===== src/rtl/obi_arb_pkg.sv =====
// Shared types and limits for the OBI instruction/data memory arbiter.
// The owner tag records which port a pending RAM response belongs to.
package obi_arb_pkg;

  localparam int MAX_MEM_LATENCY = 4;
  localparam int MAX_STALL_LIMIT = 15;

  typedef enum logic {
    OWNER_INSTR = 1'b0,
    OWNER_DATA  = 1'b1
  } owner_e;

  typedef struct packed {
    logic   valid;
    owner_e owner;
  } owner_entry_t;

endpackage


===== src/rtl/obi_resp_pipe.sv =====
// Fixed-depth shift register of owner tags, one stage per RAM latency cycle.
// Reset drops every tag so no response is routed after reset.
module obi_resp_pipe
  import obi_arb_pkg::*;
#(
  parameter int DEPTH = 1
) (
  input  logic         clk_i,
  input  logic         rst_ni,
  input  owner_entry_t load_entry,
  output owner_entry_t tail_entry
);

  localparam owner_entry_t EMPTY_ENTRY = '{valid: 1'b0, owner: OWNER_INSTR};

  owner_entry_t stage_r [DEPTH];

  // Advance owner tags by one stage each cycle.
  always_ff @(posedge clk_i or negedge rst_ni) begin
    if (!rst_ni) begin
      for (int i = 0; i < DEPTH; i++) begin
        stage_r[i] <= EMPTY_ENTRY;
      end
    end else begin
      stage_r[0] <= load_entry;
      for (int i = 1; i < DEPTH; i++) begin
        stage_r[i] <= stage_r[i-1];
      end
    end
  end

  assign tail_entry = stage_r[DEPTH-1];

endmodule


===== src/rtl/obi_mem_arbiter.sv =====
// Shares one single-port RAM between the instruction and data OBI ports,
// routing each fixed-latency response back to the port that was granted.
module obi_mem_arbiter
  import obi_arb_pkg::*;
#(
  parameter int ADDR_WIDTH  = 32,
  parameter int DATA_WIDTH  = 32,
  parameter int MEM_LATENCY = 1,
  parameter int MAX_STALL   = 4
) (
  input  logic                    clk_i,
  input  logic                    rst_ni,
  input  logic                    instr_req_i,
  input  logic [ADDR_WIDTH-1:0]   instr_addr_i,
  output logic                    instr_gnt_o,
  output logic                    instr_rvalid_o,
  output logic [DATA_WIDTH-1:0]   instr_rdata_o,
  input  logic                    data_req_i,
  input  logic                    data_we_i,
  input  logic [DATA_WIDTH/8-1:0] data_be_i,
  input  logic [ADDR_WIDTH-1:0]   data_addr_i,
  input  logic [DATA_WIDTH-1:0]   data_wdata_i,
  output logic                    data_gnt_o,
  output logic                    data_rvalid_o,
  output logic [DATA_WIDTH-1:0]   data_rdata_o,
  output logic                    mem_req_o,
  output logic                    mem_we_o,
  output logic [DATA_WIDTH/8-1:0] mem_be_o,
  output logic [ADDR_WIDTH-1:0]   mem_addr_o,
  output logic [DATA_WIDTH-1:0]   mem_wdata_o,
  input  logic [DATA_WIDTH-1:0]   mem_rdata_i
);

  localparam int         BE_WIDTH  = DATA_WIDTH / 8;
  localparam logic [3:0] STALL_MAX = 4'(MAX_STALL);

  if (MEM_LATENCY < 1 || MEM_LATENCY > MAX_MEM_LATENCY) begin : g_bad_latency
    $error("obi_mem_arbiter: MEM_LATENCY must be within 1..4");
  end
  if (MAX_STALL < 1 || MAX_STALL > MAX_STALL_LIMIT) begin : g_bad_stall
    $error("obi_mem_arbiter: MAX_STALL must be within 1..15");
  end

  logic         conflict_s;
  logic         instr_win_s;
  logic         data_win_s;
  logic [3:0]   stall_cnt_r;
  logic [3:0]   stall_cnt_nxt_s;
  owner_entry_t issue_s;
  owner_entry_t retire_s;

  assign conflict_s = instr_req_i & data_req_i;

  // Data wins conflicts until instr has been starved MAX_STALL times in a row.
  always_comb begin
    instr_win_s = 1'b0;
    data_win_s  = 1'b0;
    if (conflict_s) begin
      if (stall_cnt_r == STALL_MAX) begin
        instr_win_s = 1'b1;
      end else begin
        data_win_s = 1'b1;
      end
    end else if (instr_req_i) begin
      instr_win_s = 1'b1;
    end else if (data_req_i) begin
      data_win_s = 1'b1;
    end else begin
      instr_win_s = 1'b0;
      data_win_s  = 1'b0;
    end
  end

  // Count consecutive conflicts lost by instr; anything else clears the count.
  always_comb begin
    stall_cnt_nxt_s = 4'd0;
    if (conflict_s && data_win_s) begin
      stall_cnt_nxt_s = (stall_cnt_r == STALL_MAX) ? stall_cnt_r : stall_cnt_r + 4'd1;
    end else begin
      stall_cnt_nxt_s = 4'd0;
    end
  end

  // Starvation counter register.
  always_ff @(posedge clk_i or negedge rst_ni) begin
    if (!rst_ni) begin
      stall_cnt_r <= 4'd0;
    end else begin
      stall_cnt_r <= stall_cnt_nxt_s;
    end
  end

  assign instr_gnt_o = instr_win_s;
  assign data_gnt_o  = data_win_s;
  assign mem_req_o   = instr_win_s | data_win_s;

  // Steer the winning port onto the RAM bus; fetches are always full-word reads.
  always_comb begin
    mem_we_o    = 1'b0;
    mem_be_o    = {BE_WIDTH{1'b0}};
    mem_addr_o  = {ADDR_WIDTH{1'b0}};
    mem_wdata_o = {DATA_WIDTH{1'b0}};
    if (data_win_s) begin
      mem_we_o    = data_we_i;
      mem_be_o    = data_be_i;
      mem_addr_o  = data_addr_i;
      mem_wdata_o = data_wdata_i;
    end else if (instr_win_s) begin
      mem_be_o   = {BE_WIDTH{1'b1}};
      mem_addr_o = instr_addr_i;
    end else begin
      mem_we_o = 1'b0;
    end
  end

  assign issue_s.valid = mem_req_o;
  assign issue_s.owner = data_win_s ? OWNER_DATA : OWNER_INSTR;

  obi_resp_pipe #(
    .DEPTH (MEM_LATENCY)
  ) u_resp_pipe (
    .clk_i      (clk_i),
    .rst_ni     (rst_ni),
    .load_entry (issue_s),
    .tail_entry (retire_s)
  );

  // Hand the RAM read data to whichever port owns the retiring slot.
  always_comb begin
    instr_rvalid_o = 1'b0;
    data_rvalid_o  = 1'b0;
    instr_rdata_o  = {DATA_WIDTH{1'b0}};
    data_rdata_o   = {DATA_WIDTH{1'b0}};
    if (retire_s.valid) begin
      case (retire_s.owner)
        OWNER_INSTR: begin
          instr_rvalid_o = 1'b1;
          instr_rdata_o  = mem_rdata_i;
        end
        OWNER_DATA: begin
          data_rvalid_o = 1'b1;
          data_rdata_o  = mem_rdata_i;
        end
        default: begin
          instr_rvalid_o = 1'b0;
          data_rvalid_o  = 1'b0;
        end
      endcase
    end else begin
      instr_rvalid_o = 1'b0;
    end
  end

endmodule


===== config.mk =====
export PLATFORM = sky130hd
export DESIGN_NAME = obi_mem_arbiter
export DESIGN_NICKNAME = d
export VERILOG_FILES = /design/src/rtl/obi_arb_pkg.sv /design/src/rtl/obi_resp_pipe.sv /design/src/rtl/obi_mem_arbiter.sv
export SDC_FILE = /design/constraint.sdc
export NUM_CORES = 1
export LEC_CHECK = 0
export BUFFER_PORTS_ARGS = -buffer_cell sky130_fd_sc_hd__buf_2
export CORE_AREA = 3 3 105 107
export CTS_BUF_LIST = sky130_fd_sc_hd__clkbuf_8
export DETAILED_ROUTE_END_ITERATION = 6
export DIE_AREA = 0 0 108 110
export PLACE_DENSITY = 0.45
export SLEW_MARGIN = 20
export SYNTH_ARGS = -nofsm -noshare
export SYNTH_HDL_FRONTEND = slang
export SYNTH_SLANG_ARGS = --single-unit

===== constraint.sdc =====
create_clock -name clk_i -period 3.2 [get_ports clk_i]
set_input_delay 0 -clock clk_i [delete_from_list [all_inputs] [get_ports clk_i]]
set_output_delay 0 -clock clk_i [all_outputs]
set_load 0.01 [all_outputs]

==> results of run 1 <==
-- flip-flops by register name, indices dropped and copies added, names as in the netlist --
name	cells
stall_cnt_r	4
u_resp_pipe.tail_entry	2
-- stage by stage --
stage	power (µW)	utilization (%)	setup WS [ns]	area [µm²]	hold WS [ns]
after CTS	577	27.9	1.03	2850	0.0562
after detailed placement	458	27.4	1.26	2800	-0.167
after global routing	614	27.9	0.914	2850	0.0845
after floorplan	258	-	1.80	1340	-0.296
after global placement	457	27.4	1.31	2800	-0.168
final	566	27.9	1.04	2850	0.0564
-- placed cells by master, fill, tap and decap left out --
| cell type | Yosys | layout |
|---|---|---|
| nand3b_4 | 1 | 1 |
| nand3_1 | 1 | 1 |
| a21o_1 | 4 | 4 |
| dlygate4sd3_1 | 0 | 1 |
| o21a_2 | 0 | 1 |
| buf_4 | 0 | 5 |
| a22o_1 | 32 | 32 |
| and3_1 | 36 | 36 |
| xnor2_1 | 1 | 1 |
| and2_1 | 67 | 67 |
| inv_1 | 3 | 3 |
| a21oi_4 | 1 | 1 |
| xor2_1 | 1 | 1 |
| nor2b_1 | 1 | 1 |
| dfrtp_1 | 6 | 6 |
| clkbuf_8 | 0 | 3 |
| or2_2 | 1 | 1 |
| buf_2 | 4 | 274 |
| ha_1 | 2 | 2 |
-- per-layer routing --
layer	part of all wire, %	wire length [µm]	vias to the layer above
met3	12	1050	8
met4	0.21	18	6
li1	-	-	1147
met5	0.40	34	-
met2	51	4300	154
met1	36	3010	1021
-- worst max-delay path, stage by stage (launching register included) --
cell      delay, ns
dfrtp_1        0.36
inv_1          0.07
ha_1           0.22
nand3b_4       0.10
o21a_2         0.50
buf_4          0.33
a22o_1         0.19
buf_2          0.14
-- layout make-up --
cell class | instances | area share, %
inverter | 3 | 0.395
clock buffer | 3 | 1.45
multi-input combinational | 149 | 37.2
tap | 136 | 5.97
timing repair buffer | 280 | 49.8
sequential | 6 | 5.27
-- power breakdown --
| part | internal, µW | switching, µW |
|---|---|---|
| Clock | 80.8 | 32.4 |
| Sequential | 78.8 | 1.63 |
| Combinational | 189 | 183 |
-- cells by family after synthesis --
family                   Yosys count  share of synthesized area, %
buffers and inverters             23                          9.63
adder cells (fa/ha/maj)            2                          1.87
XOR/XNOR                           2                          1.31
AO/OA/AOI/OAI                     38                          25.0
AND/OR/NAND/NOR                  107                          51.0
flip-flops                         6                          11.2
-- worst min-delay path by stage --
stage / start / to / cells after the start
after floorplan: rst_ni / stall_cnt_r[0]$_DFFE_PN0P_ / 0
after global placement: rst_ni / u_resp_pipe.tail_entry[0]$_DFF_PN0_ / 1
after detailed placement: rst_ni / u_resp_pipe.tail_entry[0]$_DFF_PN0_ / 1
after CTS: instr_req_i / u_resp_pipe.tail_entry[1]$_DFF_PN0_ / 2
after global routing: instr_req_i / u_resp_pipe.tail_entry[1]$_DFF_PN0_ / 2
final: instr_req_i / u_resp_pipe.tail_entry[1]$_DFF_PN0_ / 2
==> flow_summary.ini, run 1 <==
[grt]
met1_usage_pct = 13.4
gr-total-overflow = 0
met2_usage_pct = 23.2
grt_use_total_pct = 12.3
grt_pass1_wl_mm = 11.5
antenna_found_initial = 3
grt_max_degree = 38
met3_usage_pct = 4.78
first_global_vias = 2129
busiest_layer = met2

[outcome]
status = complete, no violations

[placement]
gp_congestion = 0.814
port_buffers = 274
dp_hpwl_mm = 7.45
dp_cells = 573

[setup_path]
critPathKind = register to primary output
critPathMaxFanout = 31
critPathRequiredTime_ns = 3.20
crit_end = mem_addr_o[8]
start_kind = register
cp-startpoint = stall_cnt_r[0]$_DFFE_PN0P_
r2r-start = stall_cnt_r[0]$_DFFE_PN0P_
reg2reg_depth = 5
reg2reg_setup_slack_ns = 1.55
rr_endpoint = u_resp_pipe.tail_entry[0]$_DFF_PN0_
crit_path_end_kind = primary output
arrival_ns = 2.16

[yosys]
syn-num-nets = 317
synth.cell_area_um2 = 1340
yosysTopAreaCell = and2_1
synth_edf_count = 0
synth_ff_type = dfrtp_1
synthCells = 178
avgSynthCellArea_um2 = 7.51
synth_cell_type_count = 18
yosys.area.top_type_share_pct = 31.3
synthArstFlopShare_pct = 100
ys_seq_area_share_pct = 11.2
ys_ff_latch = 6
synth_common_cells = and2_1, and3_1, a22o_1, clkbuf_1, dfrtp_1
yosysMostFrequentCell = and2_1
netlist_top_cells_area = and2_1, a22o_1, and3_1, dfrtp_1, buf_6
synth_warnings = 0

[timing]
finalCriticalPeriod_ns = 2.16
setup_viol = 0
skew_ns = 0.00107
rsz0062_at_grt = no
maxSlewViolCount = 0
fin_crit_sh_pct = 67.4
slew_headroom_pct = 39.1
worstMarginPinSlew_ns = 0.911
max_freq_ghz = 0.464
setup_tns_ns = 0
hold_violations = 0

[cells_and_area]
fillerInstances = 1140
instances_no_fill = 577
layout-drive-gt1-share_pct = 64.9
area.growth.synth_to_final_pct = 113
register_area_um2 = 150
multi_input_area_um2 = 1060
nets = 582
antenna_cells = 0

[route]
wl_mm = 8.41
dr.pass1.iters = 4
drtIter0Drc = 100
routedWlPerCell_um = 14.6
final_antenna_net_count = 0
drc = 0
viasPerCell = 4.05
via_count = 2336

[floorplan]
initial_core_util_pct = 13.1
pin_count = 275
num_rows = 37
core_um2 = 10200
die_h_um = 110
die_w_um = 108
die_area_um2 = 11900

[clocking]
worstSkewPairLatency_ns = 0.22
numCtsBuffers = 3
clk_pin_slew_worst_paths_ns = 0.04
htreeDepth = 1
cts_root_buf = clkbuf_8
post_cts_buffers = 0
ctsResizeCount = 0
cts.sinks = 6
ctsLongestPathBuffers = 2
cts_tree = built
cts_hold_buf = 1

[power_and_ir_drop]
worst_ir_drop_vdd_v = 0.0000921
power_density_nw_per_um2 = 198
power.static_leakage_uw = 0.00190

[hold_path]
hold_class = input pin to register

[run]
max_cap_viol_count = 0
No activity file was read; power rests on OpenSTA's default activity.
==> run 2, diff against run 1 <==
--- a/config.mk
+++ b/config.mk
@@ -5,12 +5,13 @@
 export SDC_FILE = /design/constraint.sdc
 export NUM_CORES = 1
 export LEC_CHECK = 0
+export ABC_AREA = 1
 export BUFFER_PORTS_ARGS = -buffer_cell sky130_fd_sc_hd__buf_2
-export CORE_AREA = 3 3 105 107
+export CORE_AREA = 3 3 106 108
 export CTS_BUF_LIST = sky130_fd_sc_hd__clkbuf_8
 export DETAILED_ROUTE_END_ITERATION = 6
-export DIE_AREA = 0 0 108 110
-export PLACE_DENSITY = 0.45
+export DIE_AREA = 0 0 109 111
+export PLACE_DENSITY = 0.49
 export SLEW_MARGIN = 20
 export SYNTH_ARGS = -nofsm -noshare
 export SYNTH_HDL_FRONTEND = slang
==> constraint.sdc (replaced) <==
create_clock -name clk_i -period 1.95 [get_ports clk_i]
set_input_delay 0 -clock clk_i [delete_from_list [all_inputs] [get_ports clk_i]]
set_output_delay 0 -clock clk_i [all_outputs]
set_load 0.01 [all_outputs]
==> run 2 against run 1 <==
  * Critical endpoint is now mem_addr_o[25]
  * Synthesized area increased by 19%
  * Critical path type unchanged
  * Total power increased by 70%
  * Combinational power grew 74%
  * Wire length is 0.58% higher
  * Die area increased by 1.8%
  * Largest cell class unchanged
  * Via count is 23% higher
  * Design area up 7.3%
==> flow_summary.ini, run 2 <==
[floorplan]
core_um2 = 10300
num_rows = 37
die_area_um2 = 12100
die_h_um = 111
pin_count = 275
initial_core_util_pct = 15.4
die_w_um = 109

[timing]
skew_ns = 0.000570
hold_violations = 0
fin_ws_ns = 0.223
max_freq_ghz = 0.579
slew_headroom_pct = 41.9
fin_crit_sh_pct = 88.6
worstMarginPinSlew_ns = 0.871
maxSlewViolCount = 0
setup_tns_ns = 0
finalCriticalPeriod_ns = 1.73
setup_viol = 0
rsz0062_at_grt = no

[route]
viasPerCell = 3.99
routedWlPerCell_um = 11.8
drtIter0Drc = 77
wl_mm = 8.46
via_count = 2871
final_antenna_net_count = 0
drc = 0
dr.pass1.iters = 4

[yosys]
synthCells = 325
synth_warnings = 0
yosysMostFrequentCell = nor2_1
yosysTopAreaCell = nor2_1
synth_cell_type_count = 15
synth_common_cells = nor2_1, inv_1, nand3_1, nand2_1, buf_6
syn-num-nets = 464
synthArstFlopShare_pct = 100
synthXorXnorAreaFrac_pct = 0.550
synth_edf_count = 0
netlist_top_cells_area = nor2_1, nand3_1, inv_1, dfrtp_1, nand2_1
ys_seq_area_share_pct = 9.43
avgSynthCellArea_um2 = 4.90
synth_top_family_by_area = simple AND/OR/NAND/NOR gates
synthMuxAreaShare_pct = 0
synth.cell_area_um2 = 1590
yosys.area_share.simple_pct = 60.5
synth_ff_type = dfrtp_1
yosys.area.top_type_share_pct = 24.3
synth-compound-area-share_pct = 0
ys_ff_latch = 6
yosys.area_share.adder_pct = 1.57

[power_and_ir_drop]
switching_power_uw = 414
power_density_nw_per_um2 = 315
seq_power_share_pct = 13.7
intPower_uw = 549
pwr-share-comb_pct = 67.2
pwr-share-clk_pct = 19.1
switching_share_pct = 43.0
power.static_leakage_uw = 0.00225
worst_ir_drop_vdd_v = 0.000163

[clocking]
cts.sinks = 6
post_cts_buffers = 0
ctsLongestPathBuffers = 2
clk_pin_slew_worst_paths_ns = 0.04
htreeDepth = 1
cts_tree = built
cts_root_buf = clkbuf_8
numCtsBuffers = 3
worstSkewPairLatency_ns = 0.22

[setup_path]
cp_slowest_stage_delay_ns = 0.38
reg2reg_depth = 5
crit_chain = inv_1 > ha_1 > nand4_4 > buf_4 > nand3_1 > nand2_1 > buf_2
critPathMaxFanout = 34
crit_path_end_kind = primary output
reg2reg_setup_slack_ns = 0.54
critPathRequiredTime_ns = 1.95
start_kind = register
r2r-start = stall_cnt_r[0]$_DFFE_PN0P_
rr_endpoint = u_resp_pipe.tail_entry[0]$_DFF_PN0_
critPathKind = register to primary output
arrival_ns = 1.73
slowest_stage = dfrtp_1

[cells_and_area]
largest_reg_flops = 4
layout_common_cells = buf_2, nor2_1, inv_1, nand3_1, nand2_1
final_cell_area_um2 = 3060
antenna_cells = 0
area.growth.synth_to_final_pct = 92.2
top_register = stall_cnt_r
final_common_cell = buf_2
layout-drive-gt1-share_pct = 49.5
nets = 725

[grt]
gr-total-overflow = 0
antenna_found_initial = 0
grt_use_total_pct = 12.1
grt_max_degree = 39
first_global_vias = 2694
grt_pass1_wl_mm = 12.2

[placement]
gp_congestion = 0.837
dp_hpwl_mm = 7.42
place_ws_ns = 0.346
dpl_cell_area_um2 = 3000
port_buffers = 274

[outcome]
status = complete, no violations

[run]
max_cap_viol_count = 0

[hold_path]
hold_class = input pin to async pin
## run 2: power by group through the flow
stage	Sequential (µW)	Clock (µW)	Combinational, µW
finish	132	184	647
CTS	132	191	656
detailed placement	134	0	652
global placement	134	0	651
global route	133	202	721
floorplan	133	0	326
## run 2: area by class of cell
| cell class | instances | area, µm² |
|---|---|---|
| clock buffers | 3 | 41.3 |
| fillers | 1214 | 7260 |
| inverters | 75 | 282 |
| multi-input cells | 221 | 1000 |
| flip-flops and latches | 6 | 150 |
| well taps | 136 | 170 |
| repair buffers | 279 | 1410 |
## run 2: repair_timing
| item | 4_1_cts | 5_1_grt |
|---|---|---|
| hold buffers | 1 | 0 |
| gates resized for setup | 0 | 1 |
| endpoints found under the setup margin | 0 | 5 |
| endpoints found under the hold margin | 6 | 0 |
## run 2: metrics by stage
step                util [%]  instances  total power (µW)  hold slack, ns
finish                  29.6        720               963           0.152
global route            29.6        720              1060           0.189
floorplan                  -        325               459          -0.296
CTS                     29.5        720               980           0.167
global placement        29.1        716               784          -0.161
detailed placement      29.1        716               786          -0.157
## run 2: worst max-delay path by stage
stage	from	to	slack [ns]	cells after the start
6_report	stall_cnt_r[0]$_DFFE_PN0P_	mem_addr_o[25]	0.22	7
5_1_grt	stall_cnt_r[0]$_DFFE_PN0P_	mem_addr_o[5]	0.08	7
4_1_cts	stall_cnt_r[0]$_DFFE_PN0P_	mem_be_o[0]	0.11	7
3_5_place_dp	stall_cnt_r[0]$_DFFE_PN0P_	mem_be_o[0]	0.35	7
3_3_place_gp	stall_cnt_r[0]$_DFFE_PN0P_	mem_be_o[3]	0.38	7
2_1_floorplan	stall_cnt_r[0]$_DFFE_PN0P_	u_resp_pipe.tail_entry[0]$_DFF_PN0_	0.64	6
## run 2: cell families (layout without fill, tap and decap cells)
kind of cell / Yosys count / in the layout
AND/OR/NAND/NOR: 218 / 218
buffers and inverters: 98 / 357
adder cells (fa/ha/maj): 2 / 2
XOR/XNOR: 1 / 1
flip-flops: 6 / 6
## run 2: per-layer routing
layer | routed length, µm | vias up | global-route usage [%]
li1 | - | 1471 | -
met1 | 3220 | 1214 | 12.8
met2 | 4270 | 178 | 23.9
met3 | 864 | 8 | 2.21
met4 | 102 | 0 | 2.44
met5 | 0 | - | 0
## run 2: critical path: cells and delay by family, from the launching register on
kind / cells / cell delay [ns]
simple gates: 3 / 0.35
fa+ha+maj: 1 / 0.25
buf+inv: 3 / 0.51
flops: 1 / 0.38
==> run 3, diff against run 2 <==
--- a/config.mk
+++ b/config.mk
@@ -7,11 +7,13 @@
 export LEC_CHECK = 0
 export ABC_AREA = 1
 export BUFFER_PORTS_ARGS = -buffer_cell sky130_fd_sc_hd__buf_2
-export CORE_AREA = 3 3 106 108
+export CELL_PAD_IN_SITES_DETAIL_PLACEMENT = 0
+export CELL_PAD_IN_SITES_GLOBAL_PLACEMENT = 1
+export CORE_MARGIN = 3
+export CORE_UTILIZATION = 13
 export CTS_BUF_LIST = sky130_fd_sc_hd__clkbuf_8
 export DETAILED_ROUTE_END_ITERATION = 6
-export DIE_AREA = 0 0 109 111
-export PLACE_DENSITY = 0.49
+export PLACE_DENSITY = 0.76
 export SLEW_MARGIN = 20
 export SYNTH_ARGS = -nofsm -noshare
 export SYNTH_HDL_FRONTEND = slang
==> constraint.sdc (replaced) <==
create_clock -name clk_i -period 1.95 [get_ports clk_i]
set_input_delay 0 -clock clk_i [delete_from_list [all_inputs] [get_ports clk_i]]
set_output_delay 0 -clock clk_i [all_outputs]
set_load 0.02 [all_outputs]
==> run 3 against run 2 <==
  * Sequential share of layout area about the same
  * Design area increased by 0.94%
  * Sequential power barely moved
  * Clock power about the same
  * Register-to-register slack worse by 0.06 ns
  * Critical path depth decreased by 1
  * Combinational power grew 20%
  * Critical path type unchanged
  * First-iteration DRC count fell by 23%
  * Clock skew up 0.0014 ns
==> flow_summary.ini, run 3 (same netlist as run 2, synthesis figures left out) <==
[outcome]
status = complete, no violations

[floorplan]
die_w_um = 117
pin_count = 275
die_area_um2 = 13600
die_h_um = 117
num_rows = 39
core_um2 = 11700
initial_core_util_pct = 13.6

[clocking]
ctsLongestPathBuffers = 2
numCtsBuffers = 3
cts_tree = built
clk_pin_slew_worst_paths_ns = 0.04
cts_root_buf = clkbuf_8
cts.sinks = 6
htreeDepth = 1
post_cts_buffers = 0
worstSkewPairLatency_ns = 0.22

[timing]
fin_hold_ws_ns = 0.0861
worstMarginPinSlew_ns = 0.934
rsz0062_at_grt = no
setup_viol = 0
hold_violations = 0
setup_tns_ns = 0
finalCriticalPeriod_ns = 1.74
maxSlewViolCount = 0
max_freq_ghz = 0.575
slew_headroom_pct = 37.7
skew_ns = 0.00197
fin_crit_sh_pct = 89.2

[route]
via_count = 2821
drtIter0Drc = 59
final_antenna_net_count = 0
drc = 0
dr.pass1.iters = 4
wl_mm = 8.33
viasPerCell = 3.88
routedWlPerCell_um = 11.4

[cells_and_area]
layout_common_cells = buf_2, nor2_1, inv_1, nand3_1, nand2_1
final_cell_area_um2 = 3090
multi_input_area_um2 = 1000
area.growth.synth_to_final_pct = 94.0
largest_reg_flops = 4
layout-drive-gt1-share_pct = 49.6
register_area_um2 = 150
top_register = stall_cnt_r
final_common_cell = buf_2
antenna_cells = 0
nets = 726
fillerInstances = 1384

[setup_path]
cpMostUsedCell = inv_1
critPathKind = register to primary output
critPathMaxFanout = 34
crit_chain = inv_1 > ha_1 > nand4_4 > nand2_4 > inv_1 > buf_2
reg2reg_depth = 5
arrival_ns = 1.74
slowest_stage = dfrtp_1
start_kind = register
critPathRequiredTime_ns = 1.95
cp_slowest_stage_delay_ns = 0.40
crit_path_end_kind = primary output

[run]
max_cap_viol_count = 0

[grt]
antenna_found_initial = 0
first_global_vias = 2576
gr-total-overflow = 0
grt_pass1_wl_mm = 11.5
grt_max_degree = 37
grt_use_total_pct = 10.4

[hold_path]
holdPathStages = 2
hold_class = input pin to register

[placement]
port_buffers = 274
gp_congestion = 0.692
dpl_cell_area_um2 = 3030
dp_hpwl_mm = 7.20

[power_and_ir_drop]
worst_ir_drop_vdd_v = 0.000167
power.static_leakage_uw = 0.00226
power_density_nw_per_um2 = 355
total_power_uw = 1100
run 3: cell type report:
| cell class | count | share of cell area [%] |
|---|---|---|
| timing repair buffer | 280 | 46.4 |
| multi-input combinational | 221 | 32.5 |
| inverter | 75 | 9.12 |
| tap | 143 | 5.79 |
| sequential | 6 | 4.86 |
| clock buffer | 3 | 1.34 |
run 3: path summary, 6_finish.rpt:
kind / start / endpoint / slack (ns)
max: stall_cnt_r[0]$_DFFE_PN0P_ / data_gnt_o / 0.21
min: instr_req_i / u_resp_pipe.tail_entry[1]$_DFF_PN0_ / 0.09
max reg2reg: stall_cnt_r[0]$_DFFE_PN0P_ / u_resp_pipe.tail_entry[0]$_DFF_PN0_ / 0.48
min reg2reg: stall_cnt_r[0]$_DFFE_PN0P_ / stall_cnt_r[0]$_DFFE_PN0P_ / 0.49
max in group asynchronous: rst_ni / stall_cnt_r[1]$_DFFE_PN0P_ / 1.64
min in group asynchronous: rst_ni / u_resp_pipe.tail_entry[1]$_DFF_PN0_ / 0.15
run 3: worst max-delay path, delay by kind of cell, from the launching register on:
| family | cells | cell delay [ns] |
|---|---|---|
| adder cells (fa/ha/maj) | 1 | 0.23 |
| buffers and inverters | 3 | 0.36 |
| flip-flops | 1 | 0.40 |
| AND/OR/NAND/NOR | 2 | 0.53 |
run 3: report_power, final:
part	internal (µW)	switching [µW]
Combinational	290	487
Sequential	129	2.85
Clock	133	54.0
Total	552	544
run 3: what timing repair did:
action	4_1_cts	5_1_grt
gates resized for setup	0	1
setup endpoints to repair	0	4
hold endpoints to repair	6	0
hold buffers	1	0
run 3: per-stage QoR:
step                instances  setup slack [ns]  utilization (%)
floorplan                 325             0.588                -
global placement          724             0.363             25.9
detailed placement        724             0.335             25.9
CTS                       728            0.0964             26.3
global route              728            0.0621             26.4
finish                    728             0.210             26.4
run 3: routing by layer:
metal	wire, µm	global-route usage, %	up-vias
met5	0	0	-
met1	3400	11.9	1173
met2	4070	20.2	174
li1	-	-	1472
met3	816	1.66	2
met4	40	1.83	0
